==> src/rtl/sp_matrix_ls_resp.sv <==
// -----------------------------------------------------------------------------
// sp_matrix_ls_resp
//
// Purpose:
//   Sequences one matrix load or store between the matrix register file and
//   the scratchpad. An accepted request moves ROWS rows, one ROW_W-bit beat
//   per row. The first row's address is rs + sign-extended imm. Each
//   following row adds stride. Loads write each returned beat into the
//   register file. Stores read each row combinationally and drive it out as
//   write data. When the last beat is done, mhit pulses for one cycle.
//
// Optional feature (macro SP_LS_ALIGN_ERR_EN):
//   defined   : a base or stride that is not 8-byte aligned makes the request
//               complete at once with err=1, and no memory beats are issued.
//   undefined : mem_addr[2:0] is forced to 0 and err is tied low.
//
// Ports:
//   CLK, RST            single clock, asynchronous active-high reset
//   req_valid/req_ready request handshake; ready only while idle
//   req_ls              2'b01 load, 2'b10 store; other codes are accepted and dropped
//   req_rd              matrix register number
//   req_rs/req_imm      base address and signed 11-bit offset
//   req_stride          byte distance between consecutive rows
//   mem_req/mem_ack     beat handshake; ack may arrive in the cycle req rises
//   mem_wen/mem_addr    beat direction and address
//   mem_wdata/mem_rdata beat data
//   rf_wen/rf_waddr/rf_row/rf_wdata   register-file row write (loads)
//   st_raddr/st_row/st_rdata          register-file row read (stores)
//   mhit                one-cycle completion pulse
//   err                 alignment error, valid together with mhit
//   busy                high while a request is in flight
// -----------------------------------------------------------------------------
// state  | meaning
// -------+--------------------------------------------------------------
// S_IDLE | ready for a request
// S_XFER | issuing row beats, waiting on mem_ack for each
// S_DONE | completion cycle: mhit (and err when misaligned)
// -----------------------------------------------------------------------------
module sp_matrix_ls_resp #(
    parameter int ROWS  = 4,
    parameter int ROW_W = 64
) (
    input  logic                    CLK,
    input  logic                    RST,
    input  logic                    req_valid,
    input  logic [1:0]              req_ls,
    input  logic [4:0]              req_rd,
    input  logic [31:0]             req_rs,
    input  logic [31:0]             req_stride,
    input  logic [10:0]             req_imm,
    output logic                    req_ready,
    output logic                    mem_req,
    output logic                    mem_wen,
    output logic [31:0]             mem_addr,
    output logic [ROW_W-1:0]        mem_wdata,
    input  logic [ROW_W-1:0]        mem_rdata,
    input  logic                    mem_ack,
    output logic                    rf_wen,
    output logic [4:0]              rf_waddr,
    output logic [$clog2(ROWS)-1:0] rf_row,
    output logic [ROW_W-1:0]        rf_wdata,
    output logic [4:0]              st_raddr,
    output logic [$clog2(ROWS)-1:0] st_row,
    input  logic [ROW_W-1:0]        st_rdata,
    output logic                    mhit,
    output logic                    err,
    output logic                    busy
);

    localparam int         RW       = $clog2(ROWS);
    localparam logic [1:0] LS_LOAD  = 2'b01;
    localparam logic [1:0] LS_STORE = 2'b10;

    typedef enum logic [1:0] {
        S_IDLE = 2'd0,
        S_XFER = 2'd1,
        S_DONE = 2'd2
    } state_t;

    state_t        state_q, state_d;
    logic [RW-1:0] row_q, row_d;
    logic [4:0]    rd_q, rd_d;
    logic          is_store_q, is_store_d;
    logic [31:0]   stride_q, stride_d;
    // Address of the current row. It moves forward by stride on every acked
    // beat, so no row*stride multiply is needed.
    logic [31:0]   addr_q, addr_d;
`ifdef SP_LS_ALIGN_ERR_EN
    logic          err_q, err_d;
`endif

    logic [31:0] base_calc;
    logic        ls_valid;
    logic        misaligned;
    logic        last_row;

    assign base_calc = req_rs + {{21{req_imm[10]}}, req_imm};
    assign ls_valid  = (req_ls == LS_LOAD) || (req_ls == LS_STORE);
    assign last_row  = (row_q == RW'(ROWS - 1));

`ifdef SP_LS_ALIGN_ERR_EN
    assign misaligned = (base_calc[2:0] != 3'b000) || (req_stride[2:0] != 3'b000);
`else
    assign misaligned = 1'b0;
`endif

    // ------------------------------------------------------------------
    // Next-state logic
    // ------------------------------------------------------------------
    always_comb begin
        state_d    = state_q;
        row_d      = row_q;
        rd_d       = rd_q;
        is_store_d = is_store_q;
        stride_d   = stride_q;
        addr_d     = addr_q;
`ifdef SP_LS_ALIGN_ERR_EN
        err_d      = err_q;
`endif
        unique case (state_q)
            S_IDLE: begin
                // A request with an invalid ls code is consumed here and
                // dropped: the FSM stays idle.
                if (req_valid && ls_valid) begin
                    rd_d       = req_rd;
                    is_store_d = (req_ls == LS_STORE);
                    stride_d   = req_stride;
                    addr_d     = base_calc;
                    row_d      = '0;
`ifdef SP_LS_ALIGN_ERR_EN
                    err_d      = misaligned;
`endif
                    state_d    = misaligned ? S_DONE : S_XFER;
                end
            end
            S_XFER: begin
                if (mem_ack) begin
                    addr_d = addr_q + stride_q;
                    row_d  = row_q + RW'(1);
                    if (last_row) begin
                        state_d = S_DONE;
                    end
                end
            end
            S_DONE: begin
                state_d = S_IDLE;
            end
            default: begin
                state_d = S_IDLE;
            end
        endcase
    end

    // ------------------------------------------------------------------
    // State registers
    // ------------------------------------------------------------------
    always_ff @(posedge CLK or posedge RST) begin
        if (RST) begin
            state_q    <= S_IDLE;
            row_q      <= '0;
            rd_q       <= '0;
            is_store_q <= 1'b0;
            stride_q   <= '0;
            addr_q     <= '0;
`ifdef SP_LS_ALIGN_ERR_EN
            err_q      <= 1'b0;
`endif
        end else begin
            state_q    <= state_d;
            row_q      <= row_d;
            rd_q       <= rd_d;
            is_store_q <= is_store_d;
            stride_q   <= stride_d;
            addr_q     <= addr_d;
`ifdef SP_LS_ALIGN_ERR_EN
            err_q      <= err_d;
`endif
        end
    end

    // ------------------------------------------------------------------
    // Outputs
    // ------------------------------------------------------------------
    // Every output is decoded from registered state plus live inputs. This
    // means reset forces the idle values at once, and address, direction
    // and write data stay constant across mem_ack wait cycles.
    assign req_ready = (state_q == S_IDLE);
    assign busy      = (state_q != S_IDLE);
    assign mem_req   = (state_q == S_XFER);
    assign mem_wen   = mem_req && is_store_q;

`ifdef SP_LS_ALIGN_ERR_EN
    assign mem_addr  = mem_req ? addr_q : 32'h0;
`else
    // Misaligned requests are not flagged, so the beat address is
    // rounded down to the 8-byte row boundary.
    assign mem_addr  = mem_req ? {addr_q[31:3], 3'b000} : 32'h0;
`endif

    assign mem_wdata = mem_wen ? st_rdata : '0;
    assign st_raddr  = rd_q;
    assign st_row    = row_q;

    // mem_ack is only meaningful in S_XFER, where mem_req is high.
    assign rf_wen    = mem_req && !is_store_q && mem_ack;
    assign rf_waddr  = rd_q;
    assign rf_row    = row_q;
    assign rf_wdata  = rf_wen ? mem_rdata : '0;

    assign mhit      = (state_q == S_DONE);
`ifdef SP_LS_ALIGN_ERR_EN
    assign err       = (state_q == S_DONE) && err_q;
`else
    assign err       = 1'b0;
`endif

endmodule

==> config.mk <==
export PLATFORM = sky130hd
export DESIGN_NAME = sp_matrix_ls_resp
export DESIGN_NICKNAME = d
export VERILOG_FILES = /design/src/rtl/sp_matrix_ls_resp.sv
export SDC_FILE = /design/constraint.sdc
export NUM_CORES = 1
export LEC_CHECK = 0
export BUFFER_PORTS_ARGS = -buffer_cell sky130_fd_sc_hd__buf_4
export CAP_MARGIN = 5
export CORE_AREA = 5 5 152 154
export CTS_BUF_LIST = sky130_fd_sc_hd__clkbuf_8
export DETAILED_ROUTE_END_ITERATION = 6
export DIE_AREA = 0 0 157 159
export GPL_ROUTABILITY_DRIVEN = 0
export PLACE_DENSITY = 0.65
export SKIP_LAST_GASP = 1
export SLEW_MARGIN = 5
export SYNTH_ARGS = -nofsm -noshare
export SYNTH_HDL_FRONTEND = slang
export SYNTH_SLANG_ARGS = --single-unit
==> constraint.sdc <==
create_clock -name CLK -period 2.85 [get_ports CLK]
set_clock_uncertainty 0.15 [all_clocks]
set_input_delay 0.285 -clock CLK [delete_from_list [all_inputs] [get_ports CLK]]
set_output_delay 0.285 -clock CLK [all_outputs]
set_load 0.03 [all_outputs]
=== Word-level counts from Yosys, hierarchy flattened ===
Cells that the tools add are included.
Widths: inputs -> output; s select.

* $add $sub $neg: 3
* Mux-type cells: 13
* Eq/ne operators: 8
* Reduce and logical (&&, ||, !) cells: 12

{| class="wikitable"
|+ Operator list
! cell !! number
|-
| $mux 64 || 2
|-
| $mux 32 || 3
|-
| $add 32x32->32 || 2
|-
| $pmux 32 s2 || 1
|-
| $mux 2 || 5
|-
| $pmux 2 s2 || 2
|-
| $eq 2x2->1 const B || 3
|-
| $ne 2x1->1 const B || 3
|-
| $reduce_and 3->1 || 2
|-
| $eq 2x1->1 const B || 2
|-
| $logic_and 1x1->1 || 4
|-
| $reduce_bool 2->1 || 2
|-
| $add 2x1->2 const B || 1
|-
| $logic_not 2->1 || 1
|-
| $reduce_and 2->1 || 1
|-
| $logic_not 1->1 || 1
|-
| $logic_or 1x1->1 || 1
|}

* Input bits: 214
* Logic and storage cells: 42
* Register bits: 74
* Output and inout port bits: 181

=== Logic depth before layout (Yosys ltp) ===
* Depth after elaboration: 5
* Mapped depth: 10
* Mapped depth without buffers: 10

=== Worst setup path before layout ===
OpenSTA, ideal clock, no wires.

* Path kind: input port to flip-flop
* From: input req_rs[0]
* To: register addr_q[24]
* Required time: 2,606 ps
* Cell stages on the path: 10
* Path slack: -37 ps
* Setup time: 94 ps
* Path buffers: 0
* Arrival: 2,643 ps
* Path through: ha_1 fa_1 a211oi_2 o21ai_2 a211oi_2 o31ai_2 a311o_2 a31o_4 xnor2_1 a221oi_2

* Word-level cells in the longest chain between the ends: 3

{| class="wikitable"
|+ Ends and longest elaborated chain
! element !! line !! RTL
|-
| start, declared || 48 || <nowiki>input logic [31:0] req_rs,</nowiki>
|-
| $add 32x32->32 || 97 || <nowiki>assign base_calc = req_rs + {{21{req_imm[10]}}, req_imm};</nowiki>
|-
| $mux 32 || 124 || <nowiki>if (req_valid && ls_valid) begin</nowiki>
|-
| $pmux 32 s2 || 120 || <nowiki>unique case (state_q)</nowiki>
|-
| end signal, assigned || 174 || <nowiki>addr_q <= addr_d;</nowiki>
|-
| end, declared || 87 || <nowiki>logic [31:0] addr_q, addr_d;</nowiki>
|}

Every way passes these cells. The select of a mux whose other input is x is not followed.
A chain may end at the register's enable or synchronous reset.

=== Worst setup path after layout ===
* From: register addr_q[2]
* To: register addr_q[31]

* Word-level cells in the longest chain between the ends: 3

{| class="wikitable"
|+ Ends and longest elaborated chain
! element !! line !! RTL
|-
| $add 32x32->32 || 138 || <nowiki>addr_d = addr_q + stride_q;</nowiki>
|-
| $mux 32 || 137 || <nowiki>if (mem_ack) begin</nowiki>
|-
| $pmux 32 s2 || 120 ||
|}

Every way passes these cells. The select of a mux whose other input is x is not followed.

==> impl_metrics.yaml <==
outcome:
  status: "finished clean"
worst_setup_path:
  end_kind: "flop"
  startpoint_type: "flop"
  r2r_cells: 9
  critical_path_class: "flop to flop"
  worst_path_max_delay_cell: "a2111oi_4"
  reg2reg_to: "addr_q[31]"
  crit_path_max_fanout: 4
  ff2ff_setup_slack_ns: 0.05
  slowest_delay_ns: 0.46
  crit_arrival_ns: 2.89
  worst_path_most_repeated_cell: "nand3_1"
  critical_path.cell_chain: "ha_1 -> nand3_1 -> a2111oi_4 -> o2111ai_2 -> nand4_1 -> nand3_1 -> a2111o_1 -> o221ai_1 -> nor3_1"
  r2r_start: "addr_q[2]"
  required_ns: 2.94
place:
  io_buffers: 390
  place_area_um2: 10800
  dp_hpwl_um: 27800
pwr:
  p_per_area_nw_per_um2: 1070
  intPower_w: 0.00586
  max-vdd-ir-drop_mv: 0.391
  clkPwrFrac_pct: 6.3
  swShare_pct: 52.6
  p_sw_w: 0.00650
  pwr-share-comb_pct: 77.5
  total_leakage_power_nw: 6.09
  power_frac_seq_pct: 16.2
grt:
  grt-ovfl-total: 0
  antenna_found_initial: 10
  grt_max_degree: 75
  grt_pass1_vias: 8566
  grt_pass1_wl_um: 49500
  grt.total_usage_pct: 25.4
yosys:
  synthMuxAreaShare_pct: 0.269
  ys_types: 74
  synth_top_cell_area_share_pct: 24.9
  synth_top_family_by_area: "simple AND/OR/NAND/NOR gates"
  synth-edff-count: 0
  synthAdderAreaFrac_pct: 11.3
  synthXorXnorAreaFrac_pct: 5.30
  synth.most_common_cell: "nand2_1"
  synth-main-ff-cell: "dfrtp_1"
  synth_seq_area_share_pct: 24.9
  synth_simple_gate_area_share_pct: 31.7
  synth-compound-area-share_pct: 21.7
  synthesis.area_um2: 7440
  ys_seq_elements: 74
  syn_avg_cell_area_um2: 7.60
  ys_warn_count: 0
  synth_top_area_cell: "dfrtp_1"
  ys_top_cells_by_area: "dfrtp_1 25%, ha_1 11%, nand2_1 9.1%"
  synth_cells: 979
  synth_common_cells: "181 x nand2_1, 97 x and2_1, 74 x dfrtp_1"
  synthArstFlopShare_pct: 100
timing:
  tightest_slew_ns: 0.947
  fin_crit_sh_pct: 98.3
  fmax_ghz: 0.357
  setup_violations: 0
  rsz0062_at_grt: "true"
  slew_violations: 0
  hold_violations: 0
  relSlewSlack_pct: 36.6
  fin_setup_tns_ns: 0
  holdWs_ns: 0.0242
  period_needed_ns: 2.80
die:
  rows: 54
  ioPinCount: 395
  die_w_um: 157
  die_y_um: 159
  start_util_pct: 34.5
  die_area_um2: 25000
  core_region_area_um2: 21600
clocking:
  clk_latency_ns: 0.35
  cts_made_buffers: 9
  cts_buffer_depth: 2
  cts_sinks: 74
  cts_htree_levels: 3
  cts_root_buf: "clkbuf_8"
  cts_tree: "yes"
  cts.clk_slew.worst_paths_ns: 0.08
drt:
  vias: 8864
  wire_per_inst_um: 19.8
  drtIter0Drc: 487
  drc: 0
  drt-total-wl_um: 33800
  postRouteAntennaNets: 0
  vias_per_cell: 5.21
  first_pass_iters: 5
worst_hold_path:
  hold_path.class: "input port to flop"
  worstHoldStart: "req_stride[20]"
  hold_end: "stride_q[20]"
  whs_path_depth: 3
cells_and_area:
  syn2layout_area_growth_pct: 54.7
  multiInputGateArea_um2: 5330
  seqCellArea_um2: 1850
  layout.nets: 1687
  n_fill_cell: 2133
  postLayoutCellArea_um2: 11500
  layout-drive-gt1-share_pct: 34.7
job:
  maxCapViolCount: 0
==> final cells by class <==
type | instances | share of cell area (%)
Antenna cell | 9 | 0.196
Clock buffer | 9 | 1.08
Clock inverter | 7 | 0.478
Inverter | 16 | 0.522
Multi-Input combinational cell | 827 | 46.3
Sequential cell | 74 | 16.1
Tap cell | 280 | 3.04
Timing Repair Buffer | 479 | 32.3
==> metrics by stage <==
step	power [W]	instances	worst slack [ns]	utilization [%]
after floorplan	0.00828	982	0.0589	-
final	0.0124	1701	0.0491	53.4
after global routing	0.0133	1701	-0.0216	53.4
after CTS	0.0121	1687	0.000169	52.8
after detailed placement	0.0112	1635	-0.202	50.3
after global placement	0.0111	1635	-0.124	50.3
==> metal layers <==
metal  part of all wire (%)  wire length, µm  GRT usage, %  vias up
li1                       -                -             -     4319
met1                     40            13700          31.1     4220
met2                     51            17100          44.1      284
met3                    6.1             2050          4.46       39
met4                    2.6              886          9.51        2
met5                  0.036               12             0        -
==> state kept, by name (all words and copies together), names as in the netlist <==
| name | flops |
|---|---|
| addr_q | 32 |
| stride_q | 32 |
| rf_waddr | 5 |
| rf_row | 2 |
| state_q | 2 |
| is_store_q | 1 |
==> worst max-delay path: cells and delay by family (launching register included) <==
| kind | cells | cell delay (ns) |
|---|---|---|
| compound gates | 4 | 1.19 |
| simple gates | 4 | 0.58 |
| flops | 1 | 0.40 |
| fa+ha+maj | 1 | 0.36 |
==> cells by family (layout without fill, tap and decap cells) <==
kind of cell / count (synthesis) / after routing
buf+inv: 82 / 511
other cells: 1 / 13
fa+ha+maj: 66 / 66
mux: 2 / 2
simple gates: 471 / 472
compound gates: 238 / 238
flops: 74 / 74
xor+xnor: 45 / 45
==> placed cells by master, fill, tap and decap left out, types with 27 or more instances in the layout <==
cell / n
a21o_1: 27
nor2_1: 42
a21oi_1: 64
dfrtp_1: 73
dlygate4sd3_1: 36
nand2_1: 181
o21ai_0: 42
ha_1: 63
buf_4: 440
and3_1: 72
and2_1: 97
xnor2_1: 28
==> power groups by stage <==
| stage | combinational (W) | clock (W) | sequential (W) |
|---|---|---|---|
| floorplan | 0.00635 | 0 | 0.00193 |
| global placement | 0.00916 | 0 | 0.00199 |
| detailed placement | 0.00923 | 0 | 0.00200 |
| CTS | 0.00933 | 0.000798 | 0.00199 |
| global route | 0.0103 | 0.000843 | 0.00206 |
| finish | 0.00959 | 0.000778 | 0.00200 |
==> how the worst max path moves through the flow <==
| stage | end | start | slack, ns |
|---|---|---|---|
| 2_1_floorplan | addr_q[24] | req_rs[0] | 0.06 |
| 3_3_place_gp | addr_q[24] | req_rs[0] | -0.12 |
| 3_5_place_dp | addr_q[24] | req_rs[0] | -0.20 |
| 4_1_cts | addr_q[24] | stride_q[0] | 0.0002 |
| 5_1_grt | addr_q[31] | addr_q[2] | -0.02 |
| 6_report | addr_q[31] | addr_q[2] | 0.05 |
==> timing repair <==
action | CTS | global route
pin swaps | 0 | 5
resized for setup | 1 | 13
endpoints found under the hold margin | 109 | 0
endpoints found under the setup margin | 3 | 105
buffers inserted | 0 | 4
cloned | 0 | 1
hold buffers | 36 | 0
No activity file was read; power rests on OpenSTA's default activity.
